--- src/rtl/byte_packer_pkg.sv ---
// byte_packer_pkg: shared constants and the word_bytes width helper for byte_packer_clkb
package byte_packer_pkg;
  localparam int BYTE_W = 8;
  localparam int DEF_BYTES_PER_WORD = 4;
  localparam int DEF_IDLE_TIMEOUT = 16;
  function automatic int word_bytes_w(input int n);
    return $clog2(n) + 1;
  endfunction
endpackage

--- src/rtl/byte_packer_clkb_idle_timer.sv ---
// idle_timer: saturating idle counter; hit flags that IDLE_TIMEOUT idle cycles have elapsed
module idle_timer #(
  parameter int IDLE_TIMEOUT = 16
) (
  input  logic clkb,
  input  logic resetb_clkb,
  input  logic clr,
  input  logic en,
  output logic hit
);
  localparam int W = $clog2(IDLE_TIMEOUT + 1);
  logic [W-1:0] cnt;
  assign hit = cnt == W'(IDLE_TIMEOUT);
  always_ff @(posedge clkb or negedge resetb_clkb)
    if (!resetb_clkb) cnt <= '0;
    else if (clr) cnt <= '0;
    else if (en && !hit) cnt <= cnt + W'(1);
endmodule

--- src/rtl/byte_packer_clkb.sv ---
// byte_packer_clkb: drains an async FIFO read side and packs bytes little-endian into words,
// flushing a partial word after an idle timeout
module byte_packer_clkb
  import byte_packer_pkg::*;
#(
  parameter int BYTES_PER_WORD = DEF_BYTES_PER_WORD,
  parameter int IDLE_TIMEOUT = DEF_IDLE_TIMEOUT
) (
  input  logic                                     clkb,
  input  logic                                     resetb_clkb,
  input  logic                                     empty_clkb,
  input  logic [BYTE_W-1:0]                        dout_clkb,
  output logic                                     rd_en_clkb,
  output logic [BYTE_W*BYTES_PER_WORD-1:0]         word_clkb,
  output logic [word_bytes_w(BYTES_PER_WORD)-1:0]  word_bytes_clkb,
  output logic                                     word_valid_clkb,
  input  logic                                     word_ready_clkb
);
  localparam int N = BYTES_PER_WORD;
  localparam int CW = word_bytes_w(N);
  logic [BYTE_W*N-1:0] acc, acc_nxt;
  logic [CW-1:0] acc_cnt;
  logic rd_pending, out_free, partial, xfer_full, xfer_flush, xfer, hit;
  assign out_free = !word_valid_clkb || word_ready_clkb;
  assign partial = acc_cnt != '0 && acc_cnt < CW'(N);
  assign xfer_full = acc_cnt == CW'(N) && out_free;
  assign xfer_flush = hit && partial && !rd_pending && out_free;
  assign xfer = xfer_full || xfer_flush;
  assign rd_en_clkb = !empty_clkb && ((acc_cnt + CW'(rd_pending)) < CW'(N) || xfer_full);
  // Clearing on transfer keeps lanes above acc_cnt zero, so partial words need no masking.
  always_comb begin
    acc_nxt = xfer ? '0 : acc;
    for (int i = 0; i < N; i++)
      if (rd_pending && (xfer ? i == 0 : acc_cnt == CW'(i))) acc_nxt[BYTE_W*i +: BYTE_W] = dout_clkb;
  end
  always_ff @(posedge clkb or negedge resetb_clkb)
    if (!resetb_clkb) begin
      acc <= '0;
      acc_cnt <= '0;
      rd_pending <= 1'b0;
      word_clkb <= '0;
      word_bytes_clkb <= '0;
      word_valid_clkb <= 1'b0;
    end else begin
      acc <= acc_nxt;
      acc_cnt <= xfer ? CW'(rd_pending) : acc_cnt + CW'(rd_pending);
      rd_pending <= rd_en_clkb;
      if (xfer) begin
        word_clkb <= acc;
        word_bytes_clkb <= acc_cnt;
        word_valid_clkb <= 1'b1;
      end else if (word_ready_clkb) word_valid_clkb <= 1'b0;
    end
  idle_timer #(.IDLE_TIMEOUT(IDLE_TIMEOUT)) u_idle (
    .clkb        (clkb),
    .resetb_clkb (resetb_clkb),
    .clr         (rd_pending || xfer || !partial),
    .en          (partial),
    .hit         (hit)
  );
endmodule
--- config.mk ---
export PLATFORM = sky130hd
export DESIGN_NAME = byte_packer_clkb
export DESIGN_NICKNAME = d
export VERILOG_FILES = /design/src/rtl/byte_packer_pkg.sv /design/src/rtl/byte_packer_clkb_idle_timer.sv /design/src/rtl/byte_packer_clkb.sv
export SDC_FILE = /design/constraint.sdc
export NUM_CORES = 1
export LEC_CHECK = 0
export CORE_ASPECT_RATIO = 0.5
export CORE_MARGIN = 2
export CORE_UTILIZATION = 50
export DETAILED_ROUTE_END_ITERATION = 6
export MAX_ROUTING_LAYER = met4
export PLACE_DENSITY = 0.78
export SKIP_CTS_REPAIR_TIMING = 1
export SLEW_MARGIN = 5
export SYNTH_ARGS = -nofsm -noshare
export SYNTH_HDL_FRONTEND = slang
export SYNTH_SLANG_ARGS = --single-unit
--- constraint.sdc ---
create_clock -name clkb -period 1.93 [get_ports clkb]
set_clock_uncertainty 0.05 [all_clocks]
set_input_delay 0.2895 -clock clkb [delete_from_list [all_inputs] [get_ports clkb]]
set_output_delay 0.2895 -clock clkb [all_outputs]
set_load 0.03 [all_outputs]
==> flow_summary_export.csv <==
group,metric,value,unit
placement,pre_cts_ws,0.0657,ns
synthesis,synth_edf_count,0,
pwr,netSwitchingFraction,0.382,
sta,final.setup.tns,-0.220,ns
critical_path,cp_num_cells,6,
sta,tightest_slew,0.699,ns
finish,regArea,1930,um2
finish,multiInputGateArea,1610,um2
critical_path,critPathCapture,"rd_en_clkb",
hold_path,min-delay-start,"word_bytes_clkb[2]$_DFFE_PN0P_",
sta,hold_viol,0,
critical_path,cp_common_cell,"buf_4",
critical_path,crit_slowest_cell,"dfrtp_2",
die,core.rowCount,22,
die,dieHeight,65.0,um
finish,antenna_cells,0,
critical_path,r2r_start,"acc_cnt[0]$_DFF_PN0_",
route,route.met2.wl,4.61,mm
pwr,power.leakage,2.09,nW
pwr,p_per_area,1740,nW/um2
synthesis,synth_cells,335,
critical_path,slowest_delay,0.44,ns
synthesis,ys.flop_type,"dfrtp_1",
synthesis,yosys_warnings,0,
clock_network,cts_root_buf,"clkbuf_16",
finish,area_growth,30.3,%
synthesis,synth-seq-area-share,0.519,
outcome,outcome,"finished with violations",
outcome,violations,"negative setup slack",
critical_path,startpoint_type,"flop",
placement,dp_cells,468,
global_route,grt_max_degree,78,
global_route,grt_pass1_wl,14.4,mm
sta,finalMaxSlewViolations,0,
die,die_w,126,um
global_route,grt_pass1_vias,2831,
global_route,antenna_found_initial,0,
sta,fmax,0.501,GHz
route,vias,2965,
sta,finalSetupViolCount,18,
route,ant_nets,0,
route,wirelength,9.72,mm
critical_path,ff2ff_path_depth,7,
critical_path,crit_type,"reg -> out",
pwr,power_frac_seq,0.330,
finish,design_area,4840,um2
placement,io_buffers,48,
synthesis,yosysTopAreaCellShare,0.519,
critical_path,r2r_end,"acc[5]$_DFFE_PN0P_",
finish,fin_cells,494,
die,ios,49,
route,wl_met1,4.22,mm
synthesis,syn_area_per_cell,11.1,um2
clock_network,cts_tree,"yes",
synthesis,ys_ff_latch,77,
hold_path,hold_class,"reg -> reg",
placement,postPlaceCellArea,4320,um2
finish,final_layout_size_suffix_gt1_frac,0.234,
clock_network,htree_levels,3,
synthesis,synth_area,3710,um2
synthesis,synth_nets,351,
synthesis,synthTopCellsByArea,"dfrtp_1 (52%), o22ai_2 (9.8%), mux2i_1 (6.5%)",
critical_path,path_delay_family,"buffers and inverters",
synthesis,synth_common_cells,"dfrtp_1 (77), nand2_1 (45), o21ai_0 (35)",
critical_path,reg2reg_slack,-0.06,ns
critical_path,worstPathMaxFanout,4,
pwr,ir_drop,0.776,mV
synthesis,yosysTopAreaCell,"dfrtp_1",
placement,routabilityCongestion,0.841,
global_route,track_usage,0.234,
placement,place_hpwl,5.65,mm
critical_path,critPathArrivalTime,1.66,ns
clock_network,path_clk_slew,0.06,ns
route,drtIter0Drc,205,
critical_path,required,1.59,ns
pwr,switchingPower,3.22,mW
route,drc,0,
critical_path,critical_path.cell_chain,"buf_4 > buf_4 > nor2_4 > a211oi_2 > nor3_2 > buf_4",
route,drt-wirelength-per-cell,19.7,um
die,die-area,8180,um2
pwr,finalPower,8.42,mW
finish,fillers,517,
global_route,grt-ovfl-total,0,
clock_network,cts_buffer_depth,2,
clock_network,clkSinkCount,77,
route,met3WireLength,604,um
route,drtPass1Iterations,5,
pwr,comb_power_share,0.436,
route,top_layer_used,"met4",
sta,maxSlewHeadroom,0.529,
sta,finalCriticalPeriod,1.99,ns
finish,final_nets,409,
clock_network,cts_buffers,9,
sta,finalCritPeriodShare,1.03,
pwr,clkPwrFrac,0.233,
run,maxCapViolCount,0,
clock_network,clk_latency,0.33,ns
synthesis,async_flop_share,1.00,
critical_path,path_buf_inv,3,
synthesis,synth.most_common_cell,"dfrtp_1",
die,fp.coreArea,7270,um2
die,initial_core_util,0.511,
sta,fin_ws,-0.0649,ns
pwr,internal_power,5.20,mW
sta,rsz0062_at_grt,"true",
critical_path,startpoint,"acc_cnt[0]$_DFF_PN0_",
synthesis,yosys.cell_types.count,41,
route,routed_via_density,6.00,
critical_path,worstSetupEndpointType,"output pin",
## worst min-delay path by stage
| stage | to | slack (ns) | cells past startpoint |
|---|---|---|---|
| floorplan | acc[0]$_DFFE_PN0P_ | -0.06 | 0 |
| global placement | word_clkb[16]$_DFFE_PN0P_ | 0.29 | 2 |
| detailed placement | word_clkb[17]$_DFFE_PN0P_ | 0.30 | 2 |
| CTS | word_clkb[17]$_DFFE_PN0P_ | -0.06 | 2 |
| global route | word_bytes_clkb[2]$_DFFE_PN0P_ | 0.48 | 1 |
| finish | word_bytes_clkb[2]$_DFFE_PN0P_ | 0.45 | 1 |
## power by group through the flow
stage | logic, mW | clock network [mW] | registers (mW)
detailed placement | 3.39 | 0 | 2.76
global placement | 3.29 | 0 | 2.72
global route | 3.94 | 2.05 | 2.85
floorplan | 1.64 | 0 | 3.29
CTS | 3.43 | 1.97 | 2.75
finish | 3.67 | 1.96 | 2.78
## per-stage QoR
stage	hold WS [ns]	util
5_1_grt	0.481	0.666
4_1_cts	-0.0551	0.643
3_3_place_gp	0.295	0.595
3_5_place_dp	0.304	0.595
2_1_floorplan	-0.0561	-
6_report	0.453	0.666
## logic make-up (layout without fill, tap and decap cells)
kind of cell	Yosys count	after routing	share of synthesized area
muxes	24	24	0.0647
buffers and inverters	44	107	0.0680
and+or+nand+nor	71	71	0.0977
xor gates and xnor gates	2	2	0.00472
AOI/OAI and AO/OA	113	113	0.233
adders and majority gates	4	4	0.0135
DFF	77	77	0.519
## registers in the layout, summed over array words and instances, names as in the netlist
register and count:
acc 32, word_clkb 32, u_idle.cnt 5, acc_cnt 3, word_bytes_clkb 3, rd_pending 1, word_valid_clkb 1
## cell type report
| class | instances | share of cell area |
|---|---|---|
| Clock buffer | 11 | 0.0502 |
| Clock inverter | 5 | 0.0220 |
| Inverter | 13 | 0.0101 |
| Multi-Input combinational cell | 214 | 0.332 |
| Sequential cell | 77 | 0.399 |
| Tap cell | 96 | 0.0248 |
| Timing Repair Buffer | 78 | 0.162 |
## routing by layer
metal	track usage	vias to the layer above
met2	0.358	124
li1	-	1320
met4	0.0824	0
met1	0.306	1492
met5	-	-
met3	0.0595	29
## cells in the final DEF (no fill, tap or decap), drive strengths merged, types with 2 or more instances in the layout
cell and instances:
buf 30, nand2 45, o32ai 8, inv 14, nor4bb 2, xor2 2
nand3 4, o21ai 35, clkdlybuf4s50 46, dfrtp 77, nor2b 2, bufinv 3
nor3 3, o211ai 2, o21ba 2, nor2 4, clkbuf 12, mux2i 24
o22ai 33, ha 4, a21oi 27
Power figures use the tool's default switching activity.
